File: config.mk
export PLATFORM = sky130hd
export DESIGN_NAME = seq_alu
export DESIGN_NICKNAME = d
export VERILOG_FILES = /design/src/rtl/seq_alu_pkg.sv /design/src/rtl/seq_alu_muldiv.sv /design/src/rtl/seq_alu.sv
export SDC_FILE = /design/constraint.sdc
export NUM_CORES = 1
export LEC_CHECK = 0
export BUFFER_PORTS_ARGS = -buffer_cell sky130_fd_sc_hd__buf_2
export CAP_MARGIN = 20
export CORE_MARGIN = 2
export CORE_UTILIZATION = 28
export CTS_CLUSTER_DIAMETER = 120
export DETAILED_ROUTE_END_ITERATION = 8
export PLACE_DENSITY = 0.51
export SYNTH_ARGS = -nofsm -noshare
export SYNTH_HDL_FRONTEND = slang
export SYNTH_SLANG_ARGS = --single-unit
File: constraint.sdc
create_clock -name clk -period 1.8 [get_ports clk]
set_clock_uncertainty 0.15 [all_clocks]
set_input_delay 0.36 -clock clk [delete_from_list [all_inputs] [get_ports clk]]
set_output_delay 0.36 -clock clk [all_outputs]
set_load 0.02 [all_outputs]
File: src/rtl/seq_alu_pkg.sv
// Shared opcodes, FSM encoding and default widths for seq_alu.
package seq_alu_pkg;

  localparam int unsigned DEFAULT_DATA_WIDTH = 16;
  localparam int unsigned DEFAULT_OP_WIDTH   = 4;

  localparam logic [3:0] OP_ADD   = 4'b0000;
  localparam logic [3:0] OP_AND   = 4'b0001;
  localparam logic [3:0] OP_OR    = 4'b0010;
  localparam logic [3:0] OP_SLL   = 4'b0011;
  localparam logic [3:0] OP_SRL   = 4'b0100;
  localparam logic [3:0] OP_SRA   = 4'b0101;
  localparam logic [3:0] OP_SUB   = 4'b0110;
  localparam logic [3:0] OP_EQUAL = 4'b0111;
  localparam logic [3:0] OP_LESS  = 4'b1000;
  localparam logic [3:0] OP_MOVE  = 4'b1001;
  localparam logic [3:0] OP_MUL   = 4'b1010;
  localparam logic [3:0] OP_DIVU  = 4'b1011;
  localparam logic [3:0] OP_REMU  = 4'b1100;
  localparam logic [3:0] OP_EMPTY = 4'b1111;

  typedef enum logic [1:0] {
    ST_IDLE   = 2'd0,
    ST_RUN    = 2'd1,
    ST_FINISH = 2'd2
  } state_e;

  typedef enum logic [1:0] {
    MD_MUL  = 2'd0,
    MD_DIVU = 2'd1,
    MD_REMU = 2'd2
  } md_mode_e;

endpackage

File: src/rtl/seq_alu_muldiv.sv
// Iterative shift-add multiplier and restoring divider, one step per cycle.
module seq_alu_muldiv
  import seq_alu_pkg::*;
#(
  parameter int unsigned DATA_WIDTH = DEFAULT_DATA_WIDTH
) (
  input  logic                  clk,
  input  logic                  rst,
  input  logic                  load_i,
  input  md_mode_e              mode_i,
  input  logic [DATA_WIDTH-1:0] a_i,
  input  logic [DATA_WIDTH-1:0] b_i,
  input  logic                  step_i,
  output logic                  last_c_o,
  output logic [DATA_WIDTH-1:0] result_c_o,
  output logic                  dz_c_o
);

  localparam int unsigned W  = DATA_WIDTH;
  localparam int unsigned CW = $clog2(DATA_WIDTH);

  md_mode_e        mode_q, mode_d;
  logic [W-1:0]    x_q, x_d;
  logic [W-1:0]    y_q, y_d;
  logic [W-1:0]    acc_q, acc_d;
  logic [CW-1:0]   cnt_q, cnt_d;
  logic [W:0]      rem_sh;
  logic [W:0]      trial;

  // x: multiplicand (MUL) or dividend shifting into quotient (DIV); y: multiplier or divisor.
  always_comb begin
    mode_d = mode_q;
    x_d    = x_q;
    y_d    = y_q;
    acc_d  = acc_q;
    cnt_d  = cnt_q;
    rem_sh = {acc_q, x_q[W-1]};
    trial  = rem_sh - {1'b0, y_q};
    if (load_i) begin
      mode_d = mode_i;
      x_d    = a_i;
      y_d    = b_i;
      acc_d  = '0;
      cnt_d  = '0;
    end else if (step_i) begin
      cnt_d = last_c_o ? '0 : cnt_q + CW'(1);
      if (mode_q == MD_MUL) begin
        acc_d = acc_q + (y_q[0] ? x_q : '0);
        x_d   = {x_q[W-2:0], 1'b0};
        y_d   = {1'b0, y_q[W-1:1]};
      end else if (!trial[W]) begin
        acc_d = trial[W-1:0];
        x_d   = {x_q[W-2:0], 1'b1};
      end else begin
        acc_d = rem_sh[W-1:0];
        x_d   = {x_q[W-2:0], 1'b0};
      end
    end
  end

  assign last_c_o   = step_i && (cnt_q == CW'(W - 1));
  assign result_c_o = (mode_q == MD_DIVU) ? x_d : acc_d;
  assign dz_c_o     = (mode_q != MD_MUL) && (y_q == '0);

  always_ff @(posedge clk or negedge rst) begin
    if (!rst) begin
      mode_q <= MD_MUL;
      x_q    <= '0;
      y_q    <= '0;
      acc_q  <= '0;
      cnt_q  <= '0;
    end else begin
      mode_q <= mode_d;
      x_q    <= x_d;
      y_q    <= y_d;
      acc_q  <= acc_d;
      cnt_q  <= cnt_d;
    end
  end

endmodule

File: src/rtl/seq_alu.sv
// Sequential ALU: single-cycle logic/arith ops plus optional iterative MUL/DIVU/REMU.
// Define SEQ_ALU_MULDIV_EN to build the iterative multiply/divide datapath.
module seq_alu
  import seq_alu_pkg::*;
#(
  parameter int unsigned DATA_WIDTH = DEFAULT_DATA_WIDTH,
  parameter int unsigned OP_WIDTH   = DEFAULT_OP_WIDTH
) (
  input  logic                  clk,
  input  logic                  rst,
  input  logic                  start,
  input  logic [OP_WIDTH-1:0]   op,
  input  logic [DATA_WIDTH-1:0] src_a,
  input  logic [DATA_WIDTH-1:0] src_b,
  output logic                  busy,
  output logic                  done,
  output logic [DATA_WIDTH-1:0] result,
  output logic                  div_by_zero
);

  localparam int unsigned W    = DATA_WIDTH;
  localparam int unsigned SH_W = $clog2(DATA_WIDTH);

  state_e       state_q, state_d;
  logic         busy_q, busy_d;
  logic         done_q, done_d;
  logic         dz_q, dz_d;
  logic [W-1:0] result_q, result_d;
  logic [W-1:0] alu_c;
  logic [SH_W-1:0] shamt;
  logic         big_shift;
  logic         md_start_c;
  logic         md_last_c;
  logic         md_dz_c;
  logic [W-1:0] md_result_c;

  assign shamt     = src_b[SH_W-1:0];
  assign big_shift = (src_b >= W'(W));

  // Single-cycle datapath; iterative opcodes fall through to zero here.
  always_comb begin
    alu_c = '0;
    case (op)
      OP_WIDTH'(OP_ADD):   alu_c = src_a + src_b;
      OP_WIDTH'(OP_AND):   alu_c = src_a & src_b;
      OP_WIDTH'(OP_OR):    alu_c = src_a | src_b;
      OP_WIDTH'(OP_SLL):   alu_c = big_shift ? '0 : (src_a << shamt);
      OP_WIDTH'(OP_SRL):   alu_c = big_shift ? '0 : (src_a >> shamt);
      OP_WIDTH'(OP_SRA):   alu_c = big_shift ? {W{src_a[W-1]}} : W'($signed(src_a) >>> shamt);
      OP_WIDTH'(OP_SUB):   alu_c = src_a - src_b;
      OP_WIDTH'(OP_EQUAL): alu_c = {{(W-1){1'b0}}, (src_a != src_b)};
      OP_WIDTH'(OP_LESS):  alu_c = {{(W-1){1'b0}}, ($signed(src_a) < $signed(src_b))};
      OP_WIDTH'(OP_MOVE):  alu_c = src_a;
      default:             alu_c = '0;
    endcase
  end

`ifdef SEQ_ALU_MULDIV_EN
  md_mode_e md_mode_c;
  logic     md_load_c;

  always_comb begin
    md_start_c = 1'b1;
    md_mode_c  = MD_MUL;
    case (op)
      OP_WIDTH'(OP_MUL):  md_mode_c = MD_MUL;
      OP_WIDTH'(OP_DIVU): md_mode_c = MD_DIVU;
      OP_WIDTH'(OP_REMU): md_mode_c = MD_REMU;
      default:            md_start_c = 1'b0;
    endcase
  end

  assign md_load_c = start && (state_q != ST_RUN) && md_start_c;

  seq_alu_muldiv #(
    .DATA_WIDTH (DATA_WIDTH)
  ) u_muldiv (
    .clk        (clk),
    .rst        (rst),
    .load_i     (md_load_c),
    .mode_i     (md_mode_c),
    .a_i        (src_a),
    .b_i        (src_b),
    .step_i     (state_q == ST_RUN),
    .last_c_o   (md_last_c),
    .result_c_o (md_result_c),
    .dz_c_o     (md_dz_c)
  );
`else
  assign md_start_c  = 1'b0;
  assign md_last_c   = 1'b0;
  assign md_dz_c     = 1'b0;
  assign md_result_c = '0;
`endif

  // FINISH is the done cycle and accepts a new start exactly like IDLE.
  always_comb begin
    state_d  = state_q;
    busy_d   = 1'b0;
    done_d   = 1'b0;
    dz_d     = dz_q;
    result_d = result_q;
    case (state_q)
      ST_IDLE, ST_FINISH: begin
        state_d = ST_IDLE;
        if (start && md_start_c) begin
          state_d = ST_RUN;
          busy_d  = 1'b1;
        end else if (start) begin
          result_d = alu_c;
          done_d   = 1'b1;
          dz_d     = 1'b0;
        end
      end
      ST_RUN: begin
        busy_d = 1'b1;
        if (md_last_c) begin
          state_d  = ST_FINISH;
          busy_d   = 1'b0;
          done_d   = 1'b1;
          result_d = md_result_c;
          dz_d     = md_dz_c;
        end
      end
      default: state_d = ST_IDLE;
    endcase
  end

  always_ff @(posedge clk or negedge rst) begin
    if (!rst) begin
      state_q  <= ST_IDLE;
      busy_q   <= 1'b0;
      done_q   <= 1'b0;
      dz_q     <= 1'b0;
      result_q <= '0;
    end else begin
      state_q  <= state_d;
      busy_q   <= busy_d;
      done_q   <= done_d;
      dz_q     <= dz_d;
      result_q <= result_d;
    end
  end

  assign busy        = busy_q;
  assign done        = done_q;
  assign div_by_zero = dz_q;
  assign result      = result_q;

endmodule

==> results of run 1 <==
Yosys cell counts, types with 6 or more instances:
cell type	n	area, um2
dfrtp_1	17	425.4
mux2i_1	17	170.2
nand4_1	6	37.54
nor4_1	7	43.79
a21oi_1	42	210.2
inv_1	44	165.2
nor2_1	45	168.9
o2bb2ai_1	7	61.31
buf_2	8	40.04
nor3_1	21	105.1
clkbuf_1	21	78.83
o211ai_1	14	105.1
ha_1	49	613.1
o2111ai_1	7	61.31
o21ai_0	24	120.1
mux4_2	21	473.0
nand3_1	17	85.08
buf_6	7	78.83
nor2b_1	8	50.05
o21bai_1	10	75.07
o21ai_1	12	60.06
o22ai_1	6	37.54
a221oi_1	10	87.58
a22oi_1	13	97.59
nand2_1	49	183.9
and3_1	6	37.54
a211oi_1	9	67.56
buf_4	6	45.04
power by group:
group | internal [mW] | switching, mW
registers | 0.420 | 0.0360
clock network | 0.302 | 0.164
logic | 1.15 | 1.21
layout by cell type (no fill, tap or decap), types with 15 or more instances in the layout:
master | synthesis | routed
buf_4 | 6 | 244
nand2_1 | 49 | 49
nor2_1 | 45 | 41
buf_2 | 8 | 41
buf_6 | 7 | 34
ha_1 | 49 | 33
inv_1 | 44 | 28
a21oi_1 | 42 | 23
mux4_2 | 21 | 21
dfrtp_1 | 17 | 17
o21ai_1 | 12 | 15
a21oi_2 | 1 | 15
nand3_1 | 17 | 15
sequential cells by signal, indices dropped and copies added, names as in the netlist:
signal / count
done: 1
result: 16
worst paths after layout:
kind,endpoint,depth (start not counted)
worst max-delay path,result[13],10
worst min-delay path,done,2
worst max register to register,result[15],7
worst min register to register,result[1],1
max in group asynchronous,result[13],2
min in group asynchronous,result[9],2
area by class of cell:
cell class | instances | area share, %
flip-flops and latches | 17 | 4.992
inverters | 50 | 2.892
multi-input cells | 505 | 55.01
well taps | 220 | 3.230
clock buffers | 4 | 0.9250
repair buffers | 340 | 32.95
cells by family after synthesis:
| group | Yosys count |
|---|---|
| compound gates | 213 |
| xor+xnor | 5 |
| fa+ha+maj | 51 |
| buf+inv | 96 |
| flops | 17 |
| mux | 45 |
| other cells | 1 |
| simple gates | 189 |
critical path: stages:
cell and delay [ns]:
buf_2 0.11, inv_2 0.09, ha_2 0.32, and3_1 0.22, a221oi_4 0.33, o21bai_1 0.14, a21oi_2 0.15, nor3_1 0.09
a2111oi_4 0.38, o221ai_2 0.14
repair_timing:
| item | in CTS | in global routing |
|---|---|---|
| hold endpoints to repair | 17 | 0 |
| gates cloned | 1 | 0 |
| hold buffers | 1 | 0 |
| setup endpoints to repair | 16 | 16 |
| pin swaps | 56 | 38 |
| gates resized for setup | 157 | 51 |
| setup buffers | 26 | 11 |
routing by layer:
| layer | share of wire (%) | wire length (um) |
|---|---|---|
| met4 | 4.8 | 1173 |
| met2 | 44 | 10780 |
| met3 | 8.4 | 2059 |
| met1 | 43 | 10570 |
| met5 | 0 | 0 |
per-stage QoR:
step | instance area, um2 | setup slack, ns | util (%) | TNS (ns) | power, mW
after detailed placement | 7238 | -1.035 | 43.65 | -13.99 | 2.377
after CTS | 8235 | -0.5840 | 49.66 | -7.078 | 3.131
final | 8522 | -0.5609 | 51.39 | -6.805 | 3.283
after global routing | 8522 | -0.6266 | 51.39 | -7.795 | 3.434
after global placement | 7238 | -0.9928 | 43.65 | -13.73 | 2.360
after floorplan | 5080 | -0.5912 | - | -5.226 | 1.467
==> results.py, run 1 <==
metrics = {
    "global_route": {
        "grt.total_usage_pct": 26.47,
        "grt_use_met2_pct": 40.73,
        "grt_pass1_vias": 6479,
        "gr-total-overflow": 0,
        "grt_pass1_wl_um": 36940,
        "antenna_found_initial": 0,
        "gr-max-usage-layer": "met2",
        "grt_max_degree": 21,
        "gr-usage-met1_pct": 35.99,
        "groute.layer.met3.usage_pct": 5.782,
    },
    "finish": {
        "layout-drive-gt1-share_pct": 55.02,
        "finalNonFillerCells": 1136,
        "ff_latch_area_um2": 425.4,
        "syn_to_final_growth_pct": 79.00,
        "fin_nets": 1007,
        "antenna_cells": 0,
        "multi_input_area_um2": 4688,
        "fillers": 1603,
    },
    "sta": {
        "finalCritPeriodShare_pct": 131.2,
        "setup_viol": 16,
        "hold_viol_final": 0,
        "slew_headroom_pct": 64.61,
        "min_period_ns": 2.361,
        "fmax_ghz": 0.4236,
        "rsz0062_at_grt": "yes",
        "final_max_slew_viol_count": 0,
        "worst_slack_ns": -0.5609,
        "finalHoldWorstSlack_ns": 0.2480,
        "max_slew.worst_pin.slew_ns": 0.5292,
    },
    "floorplan": {
        "num_io_pins": 58,
        "coreArea_um2": 16580,
        "die_area_um2": 18060,
        "die_height_um": 134.4,
        "row_count": 47,
        "start_util_pct": 28.71,
        "die_width_um": 134.4,
    },
    "logic_synthesis": {
        "synth_adder_area_share_pct": 13.72,
        "synth_top_family_by_area": "compound AO/OA/AOI/OAI gates",
        "synth-compound-area-share_pct": 31.85,
        "synthXorXnorAreaFrac_pct": 0.9198,
        "avgSynthCellArea_um2": 7.716,
        "synth_cell_type_count": 83,
        "synth_cells": 617,
        "synth-simple-area-share_pct": 19.79,
        "synth-edff-count": 0,
        "yosysWarnings": 0,
        "ys.flop_type": "dfrtp_1",
        "seq_area_frac_synth_pct": 8.936,
        "syn_area_um2": 4761,
        "synthArstFlopShare_pct": 100.0,
        "muxShareOfSynthArea_pct": 15.24,
        "ys_ff_latch": 17,
    },
    "drt": {
        "viasPerCell": 5.684,
        "drc_errors": 0,
        "drt_iter0_drc": 523,
        "first_pass_iters": 6,
        "dr_total_vias": 6457,
        "drtAntennaViolNets": 0,
        "drt_wl_total_um": 24590,
        "wire_per_inst_um": 21.64,
    },
    "worst_setup_path": {
        "worstPathRequired_ns": 1.77,
        "rrSetupSlack_ns": 0.11,
        "worstReg2RegStart": "result[15]",
        "cp-start-kind": "input port",
        "cp_data_arrival_time_ns": 2.33,
        "path_class": "input port to flop",
        "end_kind": "flop",
        "path_max_fanout": 5,
        "crit_path_start": "src_a[9]",
    },
    "place": {
        "gp_congestion": 0.9329,
        "placed_cells": 1098,
        "hpwl_um": 19750,
        "port_buffers": 55,
    },
    "flow_run": {
        "maxCapViolations": 0,
    },
    "power": {
        "leakage_nw": 3.784,
        "ir_drop_v": 0.0003098,
        "power.density_nw_per_um2": 385.3,
    },
    "clock_tree": {
        "clkLatencyLatePin_ns": 0.25,
        "h-tree-depth": 1,
        "clock-sinks": 17,
        "clk_pin_slew_ns": 0.05,
        "cts_tree": "built",
        "numCtsBuffers": 3,
        "clockBufferDepth": 2,
        "root_buffer": "clkbuf_16",
    },
    "min_path": {
        "hp-class": "input port to flop",
        "min_from": "start",
    },
    "run_status": {
        "status": "finished with violations",
        "violations": "setup timing",
    },
}
No activity file was read; power rests on OpenSTA's default activity.
==> inputs of run 2 (changes only) <==
--- a/config.mk
+++ b/config.mk
@@ -12,6 +12,7 @@
 export CTS_CLUSTER_DIAMETER = 120
 export DETAILED_ROUTE_END_ITERATION = 8
 export PLACE_DENSITY = 0.51
+export SKIP_LAST_GASP = 1
 export SYNTH_ARGS = -nofsm -noshare
 export SYNTH_HDL_FRONTEND = slang
 export SYNTH_SLANG_ARGS = --single-unit
==> run 2 against run 1 <==
Effect of this change:
- the run still ends with setup timing left
- die area unchanged
- non-clock buffer count increased by 4
- total power decreased by 0.27%
- wire length about the same
- largest cell class unchanged
- worst setup slack got worse by 0.030 ns
==> results.py, run 2 (same netlist as run 1, synthesis figures left out) <==
metrics = {
    "run_status": {
        "status": "finished with violations",
        "violations": "setup timing",
    },
    "sta": {
        "hold_viol_final": 0,
        "fmax_ghz": 0.4182,
        "setup_viol": 16,
        "min_period_ns": 2.391,
        "worst_slack_ns": -0.5912,
        "final_max_slew_viol_count": 0,
        "rsz0062_at_grt": "yes",
        "slew_headroom_pct": 64.79,
        "finalCritPeriodShare_pct": 132.8,
        "max_slew.worst_pin.slew_ns": 0.5265,
    },
    "finish": {
        "finalNonFillerCells": 1140,
        "layout-drive-gt1-share_pct": 54.57,
        "multi_input_area_um2": 4661,
        "final_common_cell": "buf_4",
        "fin_nets": 1011,
        "layout_common_cells": "buf_4 (248), nand2_1 (49), buf_2 (43)",
        "antenna_cells": 0,
        "largest_reg_flops": 16,
        "syn_to_final_growth_pct": 78.58,
        "final_area_um2": 8502,
        "fillers": 1604,
        "ff_latch_area_um2": 425.4,
    },
    "min_path": {
        "hold_depth": 2,
        "hp-class": "input port to flop",
        "min_from": "start",
        "hold_end": "done",
    },
    "global_route": {
        "grt_pass1_wl_um": 36860,
        "grt.total_usage_pct": 26.43,
        "grt_max_degree": 21,
        "gr-total-overflow": 0,
        "antenna_found_initial": 0,
        "grt_pass1_vias": 6455,
    },
    "power": {
        "ir_drop_v": 0.0003055,
        "power.density_nw_per_um2": 385.1,
        "leakage_nw": 3.790,
    },
    "floorplan": {
        "die_height_um": 134.4,
        "row_count": 47,
        "num_io_pins": 58,
        "start_util_pct": 28.71,
        "coreArea_um2": 16580,
        "die_area_um2": 18060,
        "die_width_um": 134.4,
    },
    "flow_run": {
        "maxCapViolations": 0,
    },
    "place": {
        "hpwl_um": 19750,
        "gp_congestion": 0.9329,
        "placed_cells": 1098,
        "port_buffers": 55,
        "pre_cts_ws_ns": -1.035,
        "placed_area_um2": 7238,
    },
    "worst_setup_path": {
        "reg2reg_to": "result[15]",
        "cp_data_arrival_time_ns": 2.37,
        "path_class": "input port to flop",
        "cp-start-kind": "input port",
        "end_kind": "flop",
        "path_cells": "buf_12, ha_4, fa_2, o21bai_4, a21oi_4, buf_6, buf_6, a221o_1, a211oi_2, o2bb2ai_1",
        "path_max_fanout": 4,
        "slowest_delay_ns": 0.38,
        "worstReg2RegStart": "result[15]",
        "rr_worst_depth": 7,
        "crit_path_top_delay_cell": "a221o_1",
        "cpMostUsedCell": "buf_6",
        "rrSetupSlack_ns": 0.10,
        "worstPathRequired_ns": 1.77,
    },
    "clock_tree": {
        "cts_tree": "built",
        "root_buffer": "clkbuf_16",
        "clkLatencyLatePin_ns": 0.25,
        "clock-sinks": 17,
        "clk_pin_slew_ns": 0.05,
        "h-tree-depth": 1,
        "clockBufferDepth": 2,
        "numCtsBuffers": 3,
    },
    "drt": {
        "first_pass_iters": 7,
        "drc_errors": 0,
        "wire_per_inst_um": 21.58,
        "viasPerCell": 5.685,
        "dr_total_vias": 6481,
        "drt_iter0_drc": 538,
        "drt_wl_total_um": 24600,
        "drtAntennaViolNets": 0,
    },
}
==> run 2: how the worst max path moves through the flow <==
| stage | from | endpoint | slack [ns] | cells past startpoint |
|---|---|---|---|---|
| 6_report | src_b[0] | result[4] | -0.59 | 10 |
| 5_1_grt | src_a[4] | result[13] | -0.63 | 10 |
| 4_1_cts | src_a[0] | result[14] | -0.59 | 11 |
| 3_5_place_dp | src_a[9] | result[13] | -1.04 | 10 |
| 3_3_place_gp | src_b[2] | result[9] | -0.99 | 11 |
| 2_1_floorplan | src_b[2] | result[13] | -0.59 | 11 |
==> run 2: metrics by stage <==
stage,hold slack [ns],TNS [ns],total power [mW],utilization [%]
4_1_cts,0.2349,-7.302,3.117,49.44
5_1_grt,0.2559,-8.194,3.430,51.27
3_3_place_gp,0.1529,-13.73,2.360,43.65
3_5_place_dp,0.1637,-13.99,2.377,43.65
2_1_floorplan,-0.08559,-5.226,1.467,-
6_report,0.2390,-7.131,3.274,51.27
==> run 2: metal layers <==
| metal | part of all wire [%] | GRT usage [%] |
|---|---|---|
| met1 | 43 | 35.85 |
| met2 | 44 | 40.73 |
| met3 | 8.3 | 6.009 |
| met4 | 4.4 | 10.23 |
| met5 | 0 | 0 |
==> run 2: where the power goes <==
| group | internal, mW | switching, mW |
|---|---|---|
| Clock | 0.301 | 0.158 |
| Combinational | 1.15 | 1.21 |
| Sequential | 0.420 | 0.0366 |
==> run 2: worst max-delay path: cells and delay by family <==
family / cells / cell delay [ns]
buffers and inverters: 3 / 0.33
AOI/OAI and AO/OA: 5 / 1.13
adders and majority gates: 2 / 0.53
==> run 2: layout make-up <==
| cell class | instances | area share, % |
|---|---|---|
| clock buffers | 4 | 0.9272 |
| inverters | 50 | 2.840 |
| multi-input cells | 505 | 54.82 |
| flip-flops and latches | 17 | 5.004 |
| well taps | 220 | 3.238 |
| repair buffers | 344 | 33.17 |
==> run 2: repair_timing <==
| item | CTS | global route |
|---|---|---|
| setup buffers | 26 | 15 |
| pin swaps | 55 | 41 |
| endpoints found under the hold margin | 17 | 0 |
| setup endpoints to repair | 16 | 16 |
| cloned | 1 | 0 |
| gates resized for setup | 146 | 51 |
| hold buffers | 1 | 0 |
